## config.mk

```make
export PLATFORM = sky130hd
export DESIGN_NAME = lcd_panel_rx
export DESIGN_NICKNAME = d
export VERILOG_FILES = /design/src/rtl/lcd_panel_rx.sv
export SDC_FILE = /design/constraint.sdc
export NUM_CORES = 1
export LEC_CHECK = 0
export ABC_CLOCK_PERIOD_IN_PS = 4400
export CORE_ASPECT_RATIO = 1.2
export CORE_MARGIN = 5
export CORE_UTILIZATION = 30
export DETAILED_ROUTE_END_ITERATION = 16
export DONT_BUFFER_PORTS = 1
export PLACE_DENSITY = 0.56
export SYNTH_ARGS = -nofsm -noshare
export SYNTH_HDL_FRONTEND = slang
export SYNTH_SLANG_ARGS = --single-unit
```

## constraint.sdc

```tcl
create_clock -name clk -period 4.4 [get_ports clk]
set_input_delay 0.66 -clock clk [delete_from_list [all_inputs] [get_ports clk]]
set_output_delay 0.66 -clock clk [all_outputs]
set_load 0.05 [all_outputs]
```

## src/rtl/lcd_panel_rx.sv

```systemverilog
// Receive side of an HD44780-style 8-bit parallel LCD bus: decodes EN/RW/RS strobes into a
// 2x16 character buffer, address counter, display flags and busy timing.
module lcd_panel_rx #(
  parameter int unsigned BUSY_CYC  = 2000,
  parameter int unsigned CLEAR_CYC = 82000
) (
  input  logic       clk,
  input  logic       rst_n,
  input  logic       EN,
  input  logic       RW,
  input  logic       RS,
  input  logic [7:0] data,
  output logic [7:0] data_out,
  input  logic [4:0] rd_addr,
  output logic [7:0] rd_char,
  output logic       busy,
  output logic [6:0] ac,
  output logic       display_on,
  output logic       cursor_on,
  output logic       blink_on,
  output logic       two_line,
  output logic       cmd_error,
  output logic       overrun
);

  localparam logic [1:0] ST_IDLE  = 2'd0;
  localparam logic [1:0] ST_CLEAR = 2'd1;
  localparam logic [1:0] ST_WAIT  = 2'd2;

  localparam logic [31:0] LP_BUSY     = BUSY_CYC;
  localparam logic [31:0] LP_CLEAR    = CLEAR_CYC;
  localparam logic [31:0] LP_CLR_WAIT = CLEAR_CYC - 32;

  logic [1:0]  r_state, w_state_d;
  logic [31:0] r_cnt, w_cnt_d;
  logic [4:0]  r_idx, w_idx_d;
  logic [6:0]  r_ac, w_ac_d;
  logic        r_inc, w_inc_d;
  logic        r_disp, w_disp_d;
  logic        r_cur, w_cur_d;
  logic        r_blink, w_blink_d;
  logic        r_two, w_two_d;
  logic        r_err, w_err;
  logic        r_ovr, w_ovr_d;
  logic        r_en_q;
  logic [7:0]  r_dout;
  logic [7:0]  r_buf [32];

  logic        w_strobe;
  logic        w_busy;
  logic        w_we;
  logic [4:0]  w_waddr;
  logic [7:0]  w_wdata;
  logic        w_slot_ok;
  logic [4:0]  w_slot;
  logic        w_addr_ok;

  // Two 40-column DDRAM lines at 0x00 and 0x40; stepping wraps across both.
  function automatic logic [6:0] f_step(input logic [6:0] a, input logic up);
    if (up) begin
      if (a == 7'h27) return 7'h40;
      if (a == 7'h67) return 7'h00;
      return a + 7'd1;
    end
    if (a == 7'h40) return 7'h27;
    if (a == 7'h00) return 7'h67;
    return a - 7'd1;
  endfunction

  assign w_strobe  = r_en_q & ~EN;
  assign w_busy    = (r_state != ST_IDLE);
  assign w_slot_ok = (r_ac[6:4] == 3'b000) || (r_ac[6:4] == 3'b100);
  assign w_slot    = {r_ac[6], r_ac[3:0]};
  assign w_addr_ok = (data[6:0] <= 7'h27) || ((data[6:0] >= 7'h40) && (data[6:0] <= 7'h67));

  always_comb begin
    w_state_d = r_state;
    w_cnt_d   = r_cnt;
    w_idx_d   = r_idx;
    w_ac_d    = r_ac;
    w_inc_d   = r_inc;
    w_disp_d  = r_disp;
    w_cur_d   = r_cur;
    w_blink_d = r_blink;
    w_two_d   = r_two;
    w_err     = 1'b0;
    w_ovr_d   = r_ovr;
    w_we      = 1'b0;
    w_waddr   = r_idx;
    w_wdata   = 8'h20;

    case (r_state)
      ST_CLEAR: begin
        w_we    = 1'b1;
        w_idx_d = r_idx + 5'd1;
        if (r_idx == 5'd31) begin
          w_state_d = ST_WAIT;
          w_cnt_d   = LP_CLR_WAIT;
        end
      end
      ST_WAIT: begin
        if (r_cnt <= 32'd1) w_state_d = ST_IDLE;
        else                w_cnt_d   = r_cnt - 32'd1;
      end
      default: ;
    endcase

    if (w_strobe) begin
      if (RW) begin
        w_err = RS;
      end else if (w_busy) begin
        w_ovr_d = 1'b1;
      end else begin
        w_state_d = ST_WAIT;
        w_cnt_d   = LP_BUSY;
        if (RS) begin
          if (w_slot_ok) begin
            w_we    = 1'b1;
            w_waddr = w_slot;
            w_wdata = data;
          end
          w_ac_d = f_step(r_ac, r_inc);
        end else begin
          casez (data)
            8'b1???????: begin
              if (w_addr_ok) w_ac_d = data[6:0];
              else           w_err  = 1'b1;
            end
            8'b01??????: ;
            8'b001?????: begin
              w_two_d = data[3];
              w_err   = ~data[4];
            end
            8'b0001????: begin
              if (data[3]) w_err  = 1'b1;
              else         w_ac_d = f_step(r_ac, data[2]);
            end
            8'b00001???: begin
              w_disp_d  = data[2];
              w_cur_d   = data[1];
              w_blink_d = data[0];
            end
            8'b000001??: begin
              w_inc_d = data[1];
              w_err   = data[0];
            end
            8'b0000001?: begin
              w_ac_d  = 7'h00;
              w_cnt_d = LP_CLEAR;
            end
            8'b00000001: begin
              w_state_d = ST_CLEAR;
              w_idx_d   = 5'd0;
              w_ac_d    = 7'h00;
              w_inc_d   = 1'b1;
            end
            default: ;
          endcase
        end
      end
    end
  end

  always_ff @(posedge clk or negedge rst_n) begin
    if (!rst_n) begin
      r_state <= ST_CLEAR;
      r_cnt   <= 32'd0;
      r_idx   <= 5'd0;
      r_ac    <= 7'h00;
      r_inc   <= 1'b1;
      r_disp  <= 1'b0;
      r_cur   <= 1'b0;
      r_blink <= 1'b0;
      r_two   <= 1'b0;
      r_err   <= 1'b0;
      r_ovr   <= 1'b0;
      r_en_q  <= 1'b0;
      r_dout  <= 8'h80;
    end else begin
      r_state <= w_state_d;
      r_cnt   <= w_cnt_d;
      r_idx   <= w_idx_d;
      r_ac    <= w_ac_d;
      r_inc   <= w_inc_d;
      r_disp  <= w_disp_d;
      r_cur   <= w_cur_d;
      r_blink <= w_blink_d;
      r_two   <= w_two_d;
      r_err   <= w_err;
      r_ovr   <= w_ovr_d;
      r_en_q  <= EN;
      r_dout  <= {w_busy, r_ac};
    end
  end

  // Buffer needs no reset: the fill sequence initialises it.
  always_ff @(posedge clk) begin
    if (w_we) r_buf[w_waddr] <= w_wdata;
  end

  assign rd_char    = r_buf[rd_addr];
  assign data_out   = r_dout;
  assign busy       = w_busy;
  assign ac         = r_ac;
  assign display_on = r_disp;
  assign cursor_on  = r_cur;
  assign blink_on   = r_blink;
  assign two_line   = r_two;
  assign cmd_error  = r_err;
  assign overrun    = r_ovr;

endmodule
```

# Word level (Yosys, flattened, before mapping)
# Memories as Yosys holds them, arrays and structs flattened.
# Index checks and enable logic that the tools add are counted.
classes:
  n_addsub: 4
  multipliers: 0
  n_div: 0
  n_lt_le_gt_ge: 4
  eq_ne: 15
  shifts: 0
  n_mux: 138
  bitwise_logic: 6
  reduce_logical: 14
op_table:
  columns: ["operator", "n"]
  rows:
  - ["2-to-1 mux 32 bit", 5]
  - ["2-to-1 mux 7 bit", 21]
  - ["2-to-1 mux 1 bit", 82]
  - ["one-hot mux 32 bit (2 select lines)", 1]
  - ["2-to-1 mux 5 bit", 11]
  - ["2-to-1 mux 8 bit", 5]
  - ["2-to-1 mux 17 bit", 2]
  - ["<= comparator 32 x 1 -> 1 bit, second input constant", 1]
  - ["subtractor 32 x 1 -> 32 bit, second input constant", 1]
  - ["one-hot mux 7 bit (3 select lines)", 1]
  - ["AND reduction 5 bit", 3]
  - ["equality test 7 bit, second input constant", 2]
  - ["2-to-1 mux 2 bit", 7]
  - ["equality test 8 x 1 -> 1 bit, second input constant", 1]
  - ["adder 7 x 1 -> 7 bit, second input constant", 1]
  - ["equality test 7 x 1 -> 1 bit, second input constant", 1]
  - ["equality test 7 x 6 -> 1 bit, second input constant", 1]
  - [">= comparator 7 bit, second input constant", 1]
  - ["<= comparator 7 x 6 -> 1 bit, second input constant", 1]
  - ["<= comparator 7 bit, second input constant", 1]
  - ["logical NOT 7 bit", 1]
  - ["subtractor 7 x 1 -> 7 bit, second input constant", 1]
  - ["equality test 6 x 1 -> 1 bit, second input constant", 1]
  - ["AND reduction 6 bit", 1]
  - ["22 further kinds", 28]
word_totals:
  ff_bits: 62
  latch_bits: 0
  ram_bits: 256
  romBits: 0
  inputBits: 18
  out_inout_bits: 30
  word_cells: 195
  mem_count: 1
mem_list:
  columns: ["name", "words", "width", "read_ports", "rd_clocked_by_memory_dff", "wr", "line", "rtl"]
  rows:
  - ["r_buf", 32, 8, 1, 0, 1, "47", "logic [7:0] r_buf [32];"]

# Depth between registers and ports, before layout
logic_depth:
  word_depth: 28
  ltp_mapped: 10
  mapped_depth_nobuf: 8

# Worst setup path before layout
# OpenSTA, ideal clock, no wires.
synth_timing:
  path_type: "input -> output"
  from: "input rd_addr[0]"
  to: "output rd_char[0]"
  t_arrival_ps: 2984
  required_ps: 3740
  slack_ps: 756
  path_stages: 5
  path_buffers: 2
  cell_sequence: "clkbuf_1 -> buf_1 -> mux4_2 -> mux4_2 -> mux2_2"
synth_via:
  elab_chain_len: 1
synth_rtl:
  columns: ["item", "line", "rtl"]
  rows:
  - ["from (decl)", "14", "input logic [4:0] rd_addr,"]
  - ["memory read (32 x 8 bit)", null, null]
  - ["to (decl)", "15", "output logic [7:0] rd_char,"]
# Every way passes these cells.

# Worst setup path after layout
layout_timing:
  from: "register r_state[1]"
  to: "memory r_buf[1][6], enable pin"
layout_via:
  elab_chain_len: 9
  elab_cells_between_ends: 13
  classes_between: "eq/ne: 1; mux: 11; reduce/logical: 1"
layout_rtl:
  columns: ["item", "line", "rtl"]
  rows:
  - ["from (decl)", "34", "logic [1:0] r_state, w_state_d;"]
  - ["from (signal assigned)", "180", "r_state <= w_state_d;"]
  - ["equality test 2 x 1 -> 1 bit", "92", "case (r_state)"]
  - ["2-to-1 mux 1 bit", "92", null]
  - ["2-to-1 mux 1 bit", "117", "if (w_slot_ok) begin"]
  - ["2-to-1 mux 1 bit", "116", "if (RS) begin"]
  - ["2-to-1 mux 1 bit", "111", "end else if (w_busy) begin"]
  - ["2-to-1 mux 1 bit", "109", "if (RW) begin"]
  - ["2-to-1 mux 1 bit", "108", "if (w_strobe) begin"]
  - ["2-to-1 mux 1 bit", "198", "if (w_we) r_buf[w_waddr] <= w_wdata;"]
  - ["2-to-1 mux 1 bit (implied by the code)", "198", null]
  - ["to (decl)", "47", null]
# Parallel ways exist; a longest one is shown, timed or not.

==> results.yml <==
cells_and_area:
  final_core_util: 0.343
  syn_to_final_growth_pct: 13.1
  design_area_sq_um: 15800
  antennaDiodeCount: 0
  finalNonFillerCells: 1526
  final_nets: 911
  post_route_cells_drive_above_1_share: 0.209
yosys:
  ys_types: 68
  syn_area_sq_um: 14000
  synth_compound_area_frac: 0.0706
  mappedNetlistNets: 910
  synth_top_family_by_area: "multiplexers"
  synth-edff-count: 256
  netlist_top_cells_area: "edfxtp_1, mux4_2, dfrtp_1, nor2_1, o21ai_0"
  synthAdderAreaFrac: 0.00807
  yosys_warnings: 0
  syn_area_per_cell_sq_um: 15.8
  synthMuxAreaShare: 0.147
  synth-simple-area-share: 0.0896
  synth_top_area_frac: 0.551
  synth_top_cell_by_area: "edfxtp_1"
  synth_xor_area_frac: 0.00439
  synthArstFlopShare: 0.195
  ys.flop_type: "edfxtp_1"
  synthCells: 883
  ys_ff_latch: 318
  ys_seq_area_frac: 0.662
place:
  placed_area_sq_um: 14600
  dp_cells: 1463
  port_buffers: 0
  finalWeightedCongestion: 0.825
  dp_hpwl_mm: 21.4
floorplan:
  die_x_microns: 207
  pin_count: 48
  dieArea_sq_um: 51000
  rows: 86
  coreArea_sq_um: 45900
  die-height_microns: 246
  start_util: 0.304
worst_setup_path:
  critPathBufInv: 1
  rrSetupSlack_ns: 0.84
  slowest_delay_ns: 0.86
  cp.arrival_ns: 3.72
  cp.required_ns: 4.56
  crit_path_end_kind: "register"
  crit_chain: "inv_1, ha_1, nor4bb_2, nand3_1, mux2i_1, nand2b_1, nor2_1"
  cp-start-kind: "register"
  crit_slowest_cell: "mux2i_1"
  crit_family: "simple AND/OR/NAND/NOR gates"
  crit_path_max_fanout: 8
  path_class: "reg -> reg"
routing:
  wl_met3_mm: 1.43
  drc: 0
  vias: 7807
  wl_met2_mm: 16.7
  avgViaCountPerCell: 5.12
  routed.top_layer: "met4"
  drt_iter0_drc: 548
  wl_met1_mm: 14.3
  antenna_left: 0
  wire_per_inst_microns: 21.7
  dr.pass1.iters: 5
  wl_mm: 33.1
power:
  cellPowerDensity_nw_per_um2: 386
  leakagePower_uw: 0.00457
  vdd_ir_drop_max_uv: 234
clock_network:
  cts_resized: 0
  cts-root-buf: "clkbuf_16"
  clk_pin_slew_ns: 0.06
  cts.path.max_buffers: 3
  worstSkewPairLatency_ns: 0.54
  clock-sinks: 318
  holdBufCountCts: 1
  cts_max_level: 2
  cts_made_buffers: 34
  cts_tree: "yes"
  postCtsSetupBuffers: 0
timing:
  slew_viol_final: 0
  worst_slew_pin_slew_ns: 1.01
  max_clock_freq_ghz: 0.281
  period_share: 0.809
  finalClockSkew_ns: 0.0287
  hold_viol_final: 0
  fin_crit_ns: 3.56
  relSlewSlack: 0.305
  rsz0062_at_grt: "false"
  setup_viol: 0
  setup_tns_ns: 0
global_routing:
  grt_pass1_wl_mm: 51.3
  antenna_found_initial: 0
  grt_max_degree: 65
  grt_pass1_vias: 8010
  track_usage: 0.131
  gr-total-overflow: 0
status:
  status: "finished clean"
hold_path:
  hold_class: "in -> async"
job:
  drv_cap: 0
==> sequential cells by signal, summed over array words and instances (netlist names), 2 cells and up <==
signal	count
r_cnt	32
r_buf	256
data_out	8
ac	7
r_state	2
r_idx	5
==> final timing paths <==
| check | start | to | cells past startpoint |
|---|---|---|---|
| max in group asynchronous | rst_n | r_state[0] | 1 |
| min in group clk | EN | r_en_q | 0 |
| max | r_state[1] | r_buf[1][6] | 7 |
| min reg2reg | r_state[0] | r_state[0] | 2 |
| max reg2reg | r_state[1] | r_buf[1][6] | 7 |
| min | rst_n | ac[3] | 1 |
==> layout make-up <==
cell class / count / area (sq um)
Fill cell: 4358 / 30200
Sequential cell: 318 / 9240
Multi-Input combinational cell: 499 / 4460
Clock buffer: 44 / 940
Tap cell: 616 / 771
Clock inverter: 18 / 163
Timing Repair Buffer: 17 / 148
Inverter: 14 / 52.6
==> cell usage after synthesis, types with 10 or more instances <==
cell type,n
clkbuf_1,41
mux4_2,80
nor3_1,13
nand3_1,19
inv_1,14
mux2i_1,10
dfrtp_1,59
mux2_2,13
and2_1,14
or3_1,12
nor2_1,71
nand2_1,38
a21oi_1,24
a31oi_1,19
edfxtp_1,256
o21ai_0,38
o31ai_1,12
==> layout by cell type, fill, tap and decap left out, types with 4 or more instances in the layout <==
master and count:
a21oi_1 24, dfrtp_1 59, nor3b_1 4, nand4_1 8, clkinv_2 8, o311ai_1 4, ha_1 9, mux2_2 13
nand3_1 19, clkbuf_16 35, o311ai_0 4, nand2_1 38, mux2i_1 10, nand2b_1 7, a221oi_1 4, or2_2 9
nor2b_1 7, edfxtp_1 256, and2_1 14, and3_1 8, clkinv_1 5, nor2_1 71, o31ai_1 12, a21o_1 5
xnor2_1 4, nor3_1 13, mux4_2 80, nor4_1 6, or3_1 12, o211ai_1 4, o21ai_0 38, inv_1 14
clkbuf_1 6, buf_4 16, a31oi_1 19
==> through the flow <==
| step | setup WS, ns | hold WS, ns | power, uW |
|---|---|---|---|
| 3_3_place_gp | 0.931 | 0.368 | 3330 |
| 2_1_floorplan | 0.756 | 0.364 | 3360 |
| 4_1_cts | 0.834 | 0.00612 | 6170 |
| 3_5_place_dp | 0.802 | 0.368 | 3330 |
| 5_1_grt | 0.541 | 0.0188 | 6290 |
| 6_report | 0.840 | 0.00823 | 6090 |
==> where the power goes <==
part           internal (uW)  switching, uW  leakage [uW]
Combinational           41.0           22.8       0.00136
Clock                   1640           1180      0.000547
Sequential              3210           1.30       0.00266
Total                   4890           1200       0.00457
==> logic make-up after synthesis <==
kind of cell | Yosys count
AOI/OAI and AO/OA | 145
xor gates and xnor gates | 7
adders and majority gates | 9
buffers and inverters | 66
DFF | 318
muxes | 103
and+or+nand+nor | 235
==> metal layers <==
| metal | vias to the layer above | global-route usage |
|---|---|---|
| met5 | - | 0 |
| met2 | 194 | 0.223 |
| met1 | 4048 | 0.174 |
| met4 | 0 | 0.0331 |
| li1 | 3528 | - |
| met3 | 37 | 0.0249 |
(Power assumes the default switching activity.)
